==> src/rtl/if_fetch.sv <==
// if_fetch: instruction fetch stage with in-order prefetch FIFO and redirect flush; optional IF_MISALIGN_CHECK_EN
module if_fetch #(
  parameter logic [31:0] RESET_PC  = 32'h0000_0000,
  parameter int          BUF_DEPTH = 2
) (
  input  logic        clk,
  input  logic        rst,
  output logic        imemReq,
  output logic [31:0] imemAddr,
  input  logic        imemGnt,
  input  logic        imemRvalid,
  input  logic [31:0] imemRdata,
  input  logic        imemErr,
  input  logic        jumpFlag,
  input  logic [31:0] jumpAddr,
  input  logic        holdFlag,
  output logic [31:0] pcAddr,
  output logic [31:0] instr,
  output logic        instrValid,
  output logic        instrErr
`ifdef IF_MISALIGN_CHECK_EN
  ,
  output logic        misalignFlag
`endif
);
  localparam int AW = $clog2(BUF_DEPTH);
  localparam int CW = AW + 1;
  localparam int LW = AW + 2;
  localparam logic [LW-1:0] DEPTH = LW'(BUF_DEPTH);
  localparam logic [31:0] NOP = 32'h0000_0013;
  logic          run;
  logic          halted;
  logic          pop;
  logic          push;
  logic          grant;
  logic          drop;
  logic [LW-1:0] load;
  logic [31:0]   jump_pc;
  logic [31:0]   fetch_pc;
  logic [31:0]   resp_pc;
  logic [CW-1:0] out_cnt;
  logic [CW-1:0] cnt;
  logic [7:0]    drop_cnt;
  logic [AW-1:0] rd_ptr;
  logic [AW-1:0] wr_ptr;
  logic [31:0]   pc_q   [BUF_DEPTH];
  logic [31:0]   word_q [BUF_DEPTH];
  logic          err_q  [BUF_DEPTH];
  assign jump_pc    = jumpAddr & 32'hFFFF_FFFC;
  assign imemAddr   = fetch_pc;
  assign instrValid = cnt != '0;
  assign instrErr   = instrValid && err_q[rd_ptr];
  assign instr      = instrValid ? word_q[rd_ptr] : NOP;
  assign pcAddr     = instrValid ? pc_q[rd_ptr] : resp_pc;
`ifdef IF_MISALIGN_CHECK_EN
  logic mis;
  // A misaligned redirect parks issue until the next aligned redirect
  always_ff @(posedge clk or negedge rst)
    if (!rst) mis <= 1'b0;
    else if (jumpFlag) mis <= |jumpAddr[1:0];
  assign halted       = mis;
  assign misalignFlag = mis;
`else
  assign halted = 1'b0;
`endif
  // Issue only while granted-but-unanswered plus buffered words still fit the FIFO
  always_comb begin
    pop     = instrValid && !holdFlag && !jumpFlag;
    load    = LW'(out_cnt) + LW'(cnt) - LW'(pop);
    imemReq = run && !halted && !jumpFlag && load < DEPTH;
    grant   = imemReq && imemGnt;
    drop    = drop_cnt != '0;
    push    = imemRvalid && !drop && !jumpFlag;
  end
  // Fetch/response PCs, in-flight and discard counters, FIFO pointers; redirect wins
  always_ff @(posedge clk or negedge rst) begin
    if (!rst) begin
      run      <= 1'b0;
      fetch_pc <= RESET_PC;
      resp_pc  <= RESET_PC;
      out_cnt  <= '0;
      drop_cnt <= '0;
      cnt      <= '0;
      rd_ptr   <= '0;
      wr_ptr   <= '0;
    end else begin
      run <= 1'b1;
      if (jumpFlag) begin
        fetch_pc <= jump_pc;
        resp_pc  <= jump_pc;
        out_cnt  <= '0;
        drop_cnt <= drop_cnt + 8'(out_cnt) + 8'(grant) - 8'(imemRvalid);
        cnt      <= '0;
        rd_ptr   <= '0;
        wr_ptr   <= '0;
      end else begin
        if (grant) fetch_pc <= fetch_pc + 32'd4;
        if (push) resp_pc <= resp_pc + 32'd4;
        if (push) wr_ptr <= wr_ptr + AW'(1);
        if (pop) rd_ptr <= rd_ptr + AW'(1);
        out_cnt  <= out_cnt + CW'(grant) - CW'(imemRvalid && !drop);
        drop_cnt <= drop_cnt - 8'(imemRvalid && drop);
        cnt      <= cnt + CW'(push) - CW'(pop);
      end
    end
  end
  // FIFO storage; an errored response is stored as a NOP
  always_ff @(posedge clk) begin
    if (push) begin
      pc_q[wr_ptr]   <= resp_pc;
      word_q[wr_ptr] <= imemErr ? NOP : imemRdata;
      err_q[wr_ptr]  <= imemErr;
    end
  end
endmodule

==> config.mk <==
export PLATFORM = sky130hd
export DESIGN_NAME = if_fetch
export DESIGN_NICKNAME = d
export VERILOG_FILES = /design/src/rtl/if_fetch.sv
export SDC_FILE = /design/constraint.sdc
export NUM_CORES = 1
export LEC_CHECK = 0
export CORE_MARGIN = 3
export CORE_UTILIZATION = 45
export CTS_CLUSTER_DIAMETER = 80
export DETAILED_ROUTE_END_ITERATION = 10
export PLACE_DENSITY = 0.7
export RECOVER_POWER = 50
export SETUP_SLACK_MARGIN = 0.5
export SYNTH_ARGS = -nofsm -noshare
export SYNTH_HDL_FRONTEND = slang
export SYNTH_SLANG_ARGS = --single-unit
==> constraint.sdc <==
create_clock -name clk -period 8.6 [get_ports clk]
set_clock_uncertainty 0.1 [all_clocks]
set_input_delay 1.29 -clock clk [delete_from_list [all_inputs] [get_ports clk]]
set_output_delay 1.29 -clock clk [all_outputs]
set_load 0.02 [all_outputs]
======== Word-level counts from Yosys, hierarchy flattened ========
Memory sizes are Yosys's and may differ from the RTL's.
Cells that the tools add are included.
word-level totals
  register bits ........................... 79
  input bits .............................. 71
  memories kept ........................... 3
  bits in writable memories ............... 130
cells by class
  magnitude comparators ................... 1
  mux-type cells .......................... 16
  add/subtract/negate cells ............... 14
  reductions and logical operators ........ 17
memories
  memory  words  bits a word  rd ports  clocked after Yosys merged registers in  write ports  RTL line  text
  pc_q    2      32           1         0                                        1            46        logic [31:0] pc_q [BUF_DEPTH];
  word_q  2      32           1         0                                        1            47        logic [31:0] word_q [BUF_DEPTH];
  err_q   2      1            1         0                                        1            48        logic err_q [BUF_DEPTH];
operator list
  cell                   number
  $mux 32                7
  $add 32x3->32 const B  2
  $sub 8x1->8            2
  $logic_and 1x1->1      9
  $add 8x1->8            1
  $add 8x2->8            1
  $mux 8                 1
  $reduce_bool 2->1      4
  $reduce_bool 8->1      1
  $mux 1                 6
  $add 2x1->2            2
  $mux 2                 2
  $sub 2x1->2            2
  $add 2x2->3            1
  $logic_not 1->1        3
  $lt 3x2->1 const B     1
  $sub 3x1->3            1
  $add 1x1->1 const B    2

======== Depth between registers and ports, before layout ========
Gate-level depths: netlist (run 1).
  word-level depth ........................ 10
  mapped depth ............................ 19
  gate-level depth less buffers ........... 15

======== Least setup slack after synthesis (run 1) ========
OpenSTA, ideal clock, no wires.
  path type ............................... input-to-reg
  start ................................... input port imemRvalid
  end ..................................... memory err_q[0], enable pin
  setup time .............................. 0.562 ns
  path slack .............................. 1.894 ns
  buffers on the path ..................... 0
  arrival time ............................ 6.044 ns
  required time ........................... 7.938 ns
  stages on the path ...................... 3
  cells stage by stage .................... and4bb_2 -> nand2_2 -> nor3_1
on the way
  cells in the longest elaborated chain, start to end .. 4
RTL lines
  what                            RTL line  text
  start: declaration              11        input logic imemRvalid,
  $logic_and 1x1->1 (2 in a row)  73        push = imemRvalid && !drop && !jumpFlag;
  $mux 1                          109       if (push) begin
  $mux 1 (not written as such)    112       err_q[wr_ptr] <= imemErr;
  end: declaration                48
Every way passes these cells.

======== Final worst setup path (run 1) ========
  start ................................... input port holdFlag
  end ..................................... output port imemReq
on the way
  cells in the longest elaborated chain, start to end .. 6
RTL lines
  what                            RTL line  text
  start: declaration              16        input logic holdFlag,
  $logic_not 1->1                 68        pop = instrValid && !holdFlag && !jumpFlag;
  $logic_and 1x1->1 (2 in a row)  68
  $sub 3x1->3                     69        load = LW'(out_cnt) + LW'(cnt) - LW'(pop);
  $lt 3x2->1                      70        imemReq = run && !halted && !jumpFlag && load < DEPTH;
  $logic_and 1x1->1               70
  end: declaration                8         output logic imemReq,
Every way passes these cells.

==> results.md, run 1 <==
- Routed vias/inst: ~5.4
- Most frequent cell after synthesis: edfxtp_1
- Pwr per Cell Area: roughly 210 mW/mm^2
- Yosys cell types: 62
- RSZ-0062 raised after global routing: no
- CTS tree: built
- Synth top area cells: edfxtp_1 38%, dfrtp_1 19%, mux2i_1 6.9%
- Via count of the first global-routing pass: just under 7,000
- Worst R2R Setup Slack: ~3.8 ns
- Vias: between 7,000 and 8,000
- Multi-input logic area: between 0.003 and 0.004 mm^2
- Chip height: approximately 150 um
- Slew headroom: -174%
- Final slew viol count: 111
- Die extent in x: between 150 and 200 um
- P_leak: between 0.004 and 0.005 uW
- CTS buffer count: 22
- Minimum clock period after layout: 5.68 ns
- Starting Density: 46.5%
- Io pins: 170
- Synth Cell Area: 0.00989 mm^2
- Post-detail-place hpwl: between 10 and 15 mm
- Worst setup SP type: input port
- Detailed Route Iter0 Violations: about 510
- Residual DRC: 0
- Seq cells post-synth: 201
- Clk_lat worst skew: approximately 0.5 ns
- Worst EP arrival: around 4.3 ns
- DRT Pass-1 Iters: 5
- Core area: approximately 0.021 mm^2
- H-tree Lvls: 1
- Routed WL: about 23 mm
- FILL cells: ~1,800
- Hold Crit Start: resp_pc[31]$_DFFE_PN0N_
- WHS: about 0.43 ns
- Ys async rst share: 37.3%
- Count of final hold-check violations: 0
- Fin nets: 1,110
- Ys flop type: edfxtp_1
- Setup TNS: 0 ns
- Wirelength per Cell: approximately 17 um
- Post-CTS sizing: 0
- Layout area overhead: 24.8%
- Worst Hold Class: reg2reg
- PortBufs: 163
- Crit path max fanout: 3
- Largest net degree at the start of global routing: 95
- Antenna violations before repair: 0
- Global Route Usage Sum: a little under a fifth
- Crit path kind: in2out
- Sequential cell area: 0.00566 mm^2
- # diodes: 0
- Count of final setup violators: 0
- CTS Buffer Depth: 3
- Clock sink count: between 200 and 250
- Clk pin slew, worst setup/hold paths: 0.06 ns
- Clock root buffer: clkbuf_16
- Critical path startpoint: holdFlag
- Final period util: 66.0%
- Seq/Total Area, Yosys: between 50% and 60%
- Worst endpoint required time: approximately 7.2 ns
- Full die area: around 0.024 mm^2
- Overflow after GRT: 0
- ANT nets after route: 0
- Post-CTS setup buffers: 0
- Worst-margin pin slew: 4.11 ns
- Crit-path cells: dlygate4sd3_1 > nor3_1 > ha_1 > inv_1 > nand2_1 > fa_1 > xnor2_1 > nor4bb_1 > clkdlybuf4s50_1
- Status: finished with violations
- Row count: between 50 and 60
- Syn. warnings: 0
- Critical path capture point type: primary output
- Reg-to-Reg Start: cnt[0]$_DFF_PN0_
- Number of flops mapped to enable cells by yosys: roughly 130
- Worst VDD drop: between 0.1 and 0.15 mV
- Crit-path max cell delay: between 0.7 and 0.8 ns
- Share of the synthesized area in the top cell type: a little under two fifths
- CP max stage cell: clkdlybuf4s50_1
- Layout cells sized above 1: under 10%
- First-pass GRT wire length: 36.3 mm
- MaxCap Viol Count: 2
- Syn_area_per_cell: ~11 um^2
- Synth area leader: edfxtp_1
- Most instantiated cells after synthesis: 126 x edfxtp_1, 90 x nand2_1, 75 x dfrtp_1
- Violated checks: capacitance limit, slew limit
- CTS Hold Bufs: 0
- Global placer's final weighted congestion: roughly 0.84
- FMAX: roughly 0.18 GHz
- Cells after Synth: ~860
[path summary, 6_finish.rpt]
check,to,depth (start not counted)
min in group asynchronous,imemAddr[31]$_DFFE_PN0N_,2
max in group asynchronous,rd_ptr$_DFFE_PN0P_,2
setup / recovery,imemReq,9
setup reg to reg,drop_cnt[6]$_DFF_PN0_,17
hold reg to reg,pc_q[1][31]$_DFFE_PP_,0
hold / removal,pc_q[1][31]$_DFFE_PP_,0
[kinds of logic (layout without fill, tap and decap cells)]
logic type / after synthesis / after routing / share of synthesized area [%]
other: 2 / 5 / 0.0759
DFF: 201 / 201 / 57.2
and+or+nand+nor: 298 / 298 / 16.3
adders and majority gates: 25 / 25 / 3.39
muxes: 68 / 68 / 6.88
buffers and inverters: 86 / 248 / 3.63
xor gates and xnor gates: 43 / 43 / 3.81
AOI/OAI and AO/OA: 140 / 140 / 8.68
[flip-flops by register name (all words and copies together) (netlist names)]
register	count
run	1
pc_q	60
drop_cnt	8
rd_ptr	1
imemAddr	30
resp_pc	30
word_q	64
out_cnt	2
cnt	2
err_q	2
wr_ptr	1
[where the power goes]
group | total, uW | switching, uW | internal, uW
clock | 913 | 360 | 553
sequential | 1150 | 70.5 | 1080
combinational | 521 | 277 | 244
total | 2590 | 707 | 1880
[through the flow]
step / std cells / util [%] / instance area, um^2 / power [uW] / setup WS (ns)
6_report: 1303 / 58.0 / 12300 / 2590 / 2.92
3_3_place_gp: 1265 / 55.1 / 11700 / 1690 / 3.02
5_1_grt: 1303 / 58.0 / 12300 / 2720 / 2.35
3_5_place_dp: 1265 / 55.1 / 11700 / 1700 / 3.10
4_1_cts: 1303 / 58.4 / 12400 / 2620 / 3.06
2_1_floorplan: 866 / - / 9900 / 1510 / 1.89
[routing by layer]
| metal | up-vias | wire length (um) | GRT usage (%) |
|---|---|---|---|
| met4 | 0 | 138 | 2.94 |
| met1 | 3354 | 11000 | 28.9 |
| met3 | 14 | 1490 | 3.36 |
| met5 | - | 0 | 0 |
| li1 | 3410 | - | - |
| met2 | 239 | 9930 | 27.7 |
[cells in the final DEF (no fill, tap or decap), drive strengths merged, types with 30 or more instances in the layout]
cell / netlist / layout
clkdlybuf4s50: 0 / 144
edfxtp: 126 / 126
nand2: 91 / 91
o21ai: 78 / 78
dfrtp: 75 / 75
mux2i: 68 / 68
nor2: 59 / 59
inv: 39 / 39
xnor2: 36 / 36
nor2b: 32 / 32
nand3: 32 / 32
clkbuf: 28 / 30
[final cells by class]
type	instances	area share, %
multi-input combinational	579	30.9
clock inverter	10	0.790
timing repair buffer	170	13.5
inverter	40	1.22
sequential	201	45.9
clock buffer	28	4.89
tap	275	2.79
[critical path: cells and delay by family]
kind          cells  cell delay [ns]
fa+ha+maj         2             0.66
xor+xnor          1             0.18
simple gates      3             0.76
buf+inv           3             1.38
No activity file was read; power rests on OpenSTA's default activity.
==> run 2: changes to the inputs <==
- clock period: 8.6 -> 5.9 ns (I/O delays scaled with it)
==> results.md, run 2 (synthesis results as in run 1) <==
- Status: finished with violations
- Violated checks: capacitance limit, slew limit
- Vias: 7,120 (+1.5%)
- Worst EP arrival: 3.63 ns (-0.66 ns)
- Worst Hold Class: reg2reg
- Residual DRC: 0 (unchanged)
- Chip height: 154 um (unchanged)
- Wirelength per Cell: 17.7 um (+2.1%)
- FILL cells: 1,779 (-0.11%)
- Clk pin slew, worst setup/hold paths: 0.06 ns (about the same)
- Die extent in x: 154 um (unchanged)
- Post-CTS setup buffers: 0 (unchanged)
- Clock root buffer: clkbuf_16
- Layout area overhead: 24.9% (about the same)
- CTS tree: built
- Final slew viol count: 113 (+1.8%)
- Count of final hold-check violations: 0 (unchanged)
- Critical path capture point type: primary output
- Global Route Usage Sum: 19.1% (+0.56 points)
- Fin nets: 1,112 (+0.18%)
- Full die area: 0.0238 mm^2 (unchanged)
- DRT Pass-1 Iters: 6 (+1)
- FMAX: between 0.2 and 0.25 GHz
- CTS buffer count: 23 (+4.5%)
- Clock sink count: 201 (unchanged)
- Post-detail-place hpwl: 15.2 mm (+1.7%)
- Number of flip-flops in the largest register: 64 (unchanged)
- P_leak: 0.00448 uW (about the same)
- Final period util: 78.2%
- Most frequent cells in the layout: 145 x clkdlybuf4s50_1, 126 x edfxtp_1, 91 x nand2_1
- Largest registers: word_q x64, pc_q x60
- Pwr per Cell Area: 304 mW/mm^2 (+45%)
- Final instance area: 0.0124 mm^2 (about the same)
- Overflow after GRT: 0 (unchanged)
- DP Worst Slack: 1.15 ns (-1.95 ns)
- Layout cells sized above 1: 5.33% (+0.27 points)
- Critical path startpoint: holdFlag
- H-tree Lvls: 1 (unchanged)
- Hold Crit Start: resp_pc[31]$_DFFE_PN0N_
- Largest net degree at the start of global routing: 94 (-1.1%)
- RSZ-0062 raised after global routing: no
- Routed WL: 23.1 mm (+2.5%)
- Multi-input logic area: 0.00383 mm^2 (+0.16%)
- Post-CTS sizing: 0 (unchanged)
- Setup TNS: 0 ns (unchanged)
- Worst setup SP type: input port
- CTS Hold Bufs: 0 (unchanged)
- Worst endpoint required time: 4.91 ns (-2.30 ns)
- Via count of the first global-routing pass: 7,012 (+2.7%)
- Sequential cell area: 0.00566 mm^2 (unchanged)
- Worst-margin pin slew: 2.48 ns (-1.63 ns)
- PortBufs: 163 (unchanged)
- Row count: 53 (unchanged)
- CTS Buffer Depth: 3 (unchanged)
- ANT nets after route: 0 (unchanged)
- Global placer's final weighted congestion: 0.816 (-2.5%)
- MaxCap Viol Count: 3 (+1)
- Crit path max fanout: 3 (unchanged)
- Worst VDD drop: 0.179 mV (+36%)
- Worst setup margin: 1.28 ns (-1.64 ns)
- Top reg by flops: word_q
- Antenna violations before repair: 1 (+1)
- Clk_lat worst skew: 0.50 ns (about the same)
- Detailed Route Iter0 Violations: 393 (-23%)
- Starting Density: 46.5% (unchanged)
- Final Core Density: 58.0% (about the same)
- Io pins: 170 (unchanged)
- First-pass GRT wire length: 37.3 mm (+2.5%)
- Core area: 0.0213 mm^2 (unchanged)
- Reg-to-Reg Start: cnt[0]$_DFF_PN0_
- Crit path kind: in2out
- Count of final setup violators: 0 (unchanged)
- Routed vias/inst: 5.45 (+1.2%)
- Overall power: 3760 uW (+45%)
- Minimum clock period after layout: between 4 and 5 ns
- Area after DPL: 0.0117 mm^2 (+0.12%)
- Slew headroom: -65.2% (+110 points)
- # diodes: 0 (unchanged)
- Most common cell after layout, fill and taps aside: clkdlybuf4s50_1
[run 2: metal layers]
| metal | vias up | global-route usage (%) | share of wire, % |
|---|---|---|---|
| met5 | - | 0 | 0.035 |
| met3 | 30 | 3.64 | 7.4 |
| met2 | 254 | 29.6 | 44 |
| li1 | 3418 | - | - |
| met1 | 3416 | 28.4 | 47 |
| met4 | 2 | 3.66 | 1.6 |
[run 2: cell type report]
class,instances,share of cell area [%]
well taps,275,2.78
flip-flops and latches,201,45.8
clock buffers,34,5.32
multi-input cells,579,31.0
repair buffers,171,13.5
clock inverters,7,0.344
inverters,40,1.22
[run 2: worst paths after layout]
check	end	slack, ns	cells past startpoint
max	imemReq	1.28	9
max reg2reg	drop_cnt[6]$_DFF_PN0_	2.19	15
max in group asynchronous	rd_ptr$_DFFE_PN0P_	1.54	2
min in group asynchronous	imemAddr[29]$_DFFE_PN0N_	0.75	1
min reg2reg	pc_q[0][31]$_DFFE_PP_	0.42	0
min	pc_q[0][31]$_DFFE_PP_	0.42	0
[run 2: worst max-delay path: stages]
cell             delay [ns]
clkdlybuf4s50_1        0.51
nor3_1                 0.22
ha_1                   0.26
inv_1                  0.07
nand2_1                0.07
fa_1                   0.37
xnor2_1                0.17
nor4bb_1               0.39
clkdlybuf4s50_1        0.69
[run 2: power by group]
part | internal, uW | switching, uW | leakage, uW
registers | 1580 | 105 | 0.00205
logic | 357 | 403 | 0.00208
clock network | 771 | 546 | 0.000345
total | 2710 | 1050 | 0.00448
[run 2: through the flow]
| step | hold slack [ns] | cells |
|---|---|---|
| 6_report | 0.419 | 1307 |
| 5_1_grt | 0.448 | 1307 |
| 4_1_cts | 0.366 | 1307 |
| 3_5_place_dp | 0.412 | 1266 |
| 3_3_place_gp | 0.408 | 1266 |
| 2_1_floorplan | 0.364 | 866 |
==> run 3: changes to the inputs <==
- PLACE_DENSITY: 0.7 -> 0.72
- clock period: 5.9 -> 4.1 ns (I/O delays scaled with it)
==> results.md, run 3 (synthesis results as in run 1) <==
- Hold Crit Start: imemAddr[22]$_DFFE_PN0N_
- Worst endpoint required time: 4.42 ns (-0.49 ns)
- Crit path max fanout: 3 (unchanged)
- Overflow after GRT: 0 (unchanged)
- Residual DRC: 0 (unchanged)
- Die extent in x: 154 um (unchanged)
- Count of final hold-check violations: 0 (unchanged)
- Worst setup margin: 0.536 ns (-0.747 ns)
- Final slew viol count: 76 (-33%)
- Largest registers: word_q x64, pc_q x60
- Clk_lat worst skew: 0.49 ns (about the same)
- Fin nets: 1,119 (+0.63%)
- Critical path capture point type: flop
- Via count of the first global-routing pass: 7,091 (+1.1%)
- Fin cells: 1,314 (+0.54%)
- Minimum clock period after layout: approximately 3.6 ns
- Full die area: 0.0238 mm^2 (unchanged)
- Global route hottest layer: met2
- Violated checks: capacitance limit, slew limit
- Clock sink count: 201 (unchanged)
- Wirelength per Cell: 17.7 um (about the same)
- Layout cells sized above 1: 7.41% (+2.1 points)
- Post-detail-place hpwl: 15.4 mm (+1.5%)
- Layout area overhead: 26.5%
- FMAX: between 0.2 and 0.3 GHz
- DRT Pass-1 Iters: 5 (-1)
- Count of final setup violators: 0 (unchanged)
- Routed vias/inst: 5.45 (about the same)
- Global Route Usage Sum: 18.9% (-0.22 points)
- WHS: 0.444 ns (+0.0255 ns)
- Worst setup SP type: input port
- Placed cells: 1,272 (+0.47%)
- RSZ-0062 raised after global routing: yes
- GR Util met1: 28.1% (-0.22 points)
- Worst VDD drop: 0.207 mV (+15%)
- Vias: 7,163 (+0.60%)
- Worst EP arrival: 3.88 ns (+0.25 ns)
- Io pins: 170 (unchanged)
- MaxCap Viol Count: 1 (-2)
- Reg-to-Reg Start: cnt[1]$_DFF_PN0_
- Number of flip-flops in the largest register: 64 (unchanged)
- Most frequent cells in the layout: 138 x clkdlybuf4s50_1, 126 x edfxtp_1, 90 x nand2_1
- GRT met3 Usage: 3.61% (-0.028 points)
- Chip height: 154 um (unchanged)
- Detailed Route Iter0 Violations: 437 (+11%)
- H-tree Lvls: 1 (unchanged)
- DP Worst Slack: -0.189 ns (-1.34 ns)
- Routed WL: 23.2 mm (+0.45%)
- Setup TNS: 0 ns (unchanged)
- Clock root buffer: clkbuf_16
- Worst-margin pin slew: 1.91 ns (-0.568 ns)
- First-pass GRT wire length: 37.1 mm (-0.35%)
- CTS tree: built
- CTS buffer count: 22 (-4.3%)
- Clk pin slew, worst setup/hold paths: 0.06 ns (about the same)
- CTS Buffer Depth: 3 (unchanged)
- PortBufs: 163 (unchanged)
- Global placer's final weighted congestion: 0.827 (+1.4%)
- Most common cell after layout, fill and taps aside: clkdlybuf4s50_1
- ANT nets after route: 0 (unchanged)
- Status: finished with violations
- Starting Density: 46.5% (unchanged)
- Antenna violations before repair: 0 (-1)
- GR Util met2: 29.1% (-0.56 points)
- Slew headroom: -27.3% (+38 points)
- Row count: 53 (unchanged)
- Final period util: 86.9%
- Critical path startpoint: holdFlag
- Crit path kind: in2reg
- Worst Hold Class: reg2reg
- Top reg by flops: word_q
- Largest net degree at the start of global routing: 94 (unchanged)
- # diodes: 0 (unchanged)
- P_leak: 0.00454 uW (+1.5%)
- Core area: 0.0213 mm^2 (unchanged)
- Pwr per Cell Area: 436 mW/mm^2 (+43%)
## run 3: cell type report
class,instances,area (um^2)
fillers,1766,8770
flip-flops and latches,201,5660
repair buffers,179,1780
clock inverters,5,26.3
inverters,40,150
well taps,275,344
clock buffers,35,671
multi-input cells,579,3880
## run 3: timing repair
| action | CTS | global route |
|---|---|---|
| buffers inserted | 0 | 2 |
| endpoints found under the setup margin | 19 | 31 |
| pin swaps | 1 | 10 |
| endpoints found under the hold margin | 0 | 0 |
| hold buffers | 0 | 0 |
| gates resized for setup | 4 | 7 |
## run 3: per-stage QoR
stage	area [um^2]	util [%]	power, uW
2_1_floorplan	10000	-	3200
3_3_place_gp	11900	55.7	3580
3_5_place_dp	11900	55.7	3620
4_1_cts	12600	59.0	5510
5_1_grt	12500	58.8	5750
6_report	12500	58.8	5460
## run 3: critical path, cell delays in order
cell and delay (ns):
dlygate4sd2_1 0.30, nor3_2 0.19, ha_1 0.25, inv_2 0.07
nand2_2 0.06, fa_1 0.57, nand4b_1 0.11, or2_4 0.26
fa_2 0.38, fa_2 0.35, nand2b_4 0.16, a21oi_4 0.16
o31ai_2 0.08, a21o_1 0.18, a31oi_1 0.14
## run 3: power breakdown
part / switching [uW] / leakage [uW] / internal (uW)
clock network: 756 / 0.000343 / 1120
registers: 150 / 0.00205 / 2270
logic: 619 / 0.00215 / 539
## run 3: layer usage
| layer | up-vias | part of all wire [%] |
|---|---|---|
| met4 | 0 | 1.1 |
| met3 | 20 | 7.3 |
| met1 | 3452 | 47 |
| met5 | - | 0 |
| met2 | 262 | 45 |
| li1 | 3429 | - |
## run 3: worst paths after layout
path,to,slack (ns),depth (start not counted)
worst min-delay path,imemAddr[22]$_DFFE_PN0N_,0.44,1
min in group asynchronous,drop_cnt[5]$_DFF_PN0_,0.52,1
max in group asynchronous,rd_ptr$_DFFE_PN0P_,1.97,1
worst min register to register,imemAddr[22]$_DFFE_PN0N_,0.44,1
worst max-delay path,drop_cnt[6]$_DFF_PN0_,0.54,15
worst max register to register,drop_cnt[6]$_DFF_PN0_,0.55,15
==> edit: new RTL, config.mk and constraints of run 1 <==
Set the parameter `BUF_DEPTH` to 4 (it was 2).
--- a/src/rtl/if_fetch.sv
+++ b/src/rtl/if_fetch.sv
@@ -2,5 +2,5 @@
 module if_fetch #(
   parameter logic [31:0] RESET_PC  = 32'h0000_0000,
-  parameter int          BUF_DEPTH = 2
+  parameter int          BUF_DEPTH = 4
 ) (
   input  logic        clk,
Behaviour: not the same (Yosys sat finds a counterexample within 4 cycles, from zero or initial values and one cycle with rst low).
==> edit against run 1 <==
- the run still ends with capacitance limit, slew limit left
- sequential cell count grew 130
- die area grew 50%
- sequential share of layout area grew 6.1 points
- worst setup slack lost 1.1 ns
- synthesized area grew 52%
- cell area grew 49%
- maximum frequency shrank 17%
- final cell count grew 24%
- register-to-register slack is essentially flat
- total power grew 91%
- routed wire length grew 41%
- synthesized cell count grew 14%
- largest power group unchanged
==> edit: results (changes against run 1) <==
status finished, violations left (unchanged); violated checks capacitance limit, slew limit (unchanged); Final Max Tran Viols 224 (was 111); placed cells 1,553 (was 1,265); clock buffer count from CTS 35 (was 22); DR WL met2 14.8 mm (was 9.93 mm); sequential power 1910 µW (was 1150 µW); 1st-iter DRT viols 585 (was 511); P_sw 1470 µW (was 707 µW); Reg2Reg Setup Slack 3.81 ns (was 3.80 ns); Syn Inst Count 986 (was 863); reg2reg start cnt[1] (was cnt[0]); Hold EP pc_q[3][31] (was pc_q[1][31]); vias 8,766 (was 7,017); GR Util met1 0.258 (was 0.289); Metal-1 WL 14.5 mm (was 11.0 mm); Max Cap Viol 4 (was 2); largest net degree at the start of global routing 74 (was 95); GRT met2 Usage 0.285 (was 0.277); layout clock buffer count 46 (was 28); Final #Nets 1,252 (was 1,110); crit path from jumpFlag (was holdFlag); first-pass GRT wire length 50.9 mm (was 36.3 mm); number of global-route vias before repair 9,113 (was 6,826); Gate power share 0.294 (was 0.201); total wire length 31.9 mm (was 22.5 mm); Met3 Routed Length 1.99 mm (was 1.49 mm); Critical Path AT 5.41 ns (was 4.29 ns)
-- edit: cell count changes in the layout (fill, tap and decap cells not counted), moves of 15 or more --
cell      before  now
nor2b_1       32   67
xor2_1         7   22
mux4_2         0   63
nor2_1        57   32
mux2_2         0   51
o21ai_0       64    9
edfxtp_1     126  252
nand2_1       91   32
a21oi_1       11   28
mux2i_1       68    8
-- edit: kinds of logic (layout without fill, tap and decap cells) --
kind of cell | after synthesis | count (layout) | share of synthesized area
flip-flops | 331 | 331 | 0.633
AND/OR/NAND/NOR | 251 | 251 | 0.0934
multiplexers | 122 | 122 | 0.137
buffers and inverters | 97 | 282 | 0.0272
AO/OA/AOI/OAI | 83 | 83 | 0.0402
XOR/XNOR | 67 | 67 | 0.0389
adder cells (fa/ha/maj) | 33 | 33 | 0.0294
other | 2 | 5 | 0.000498
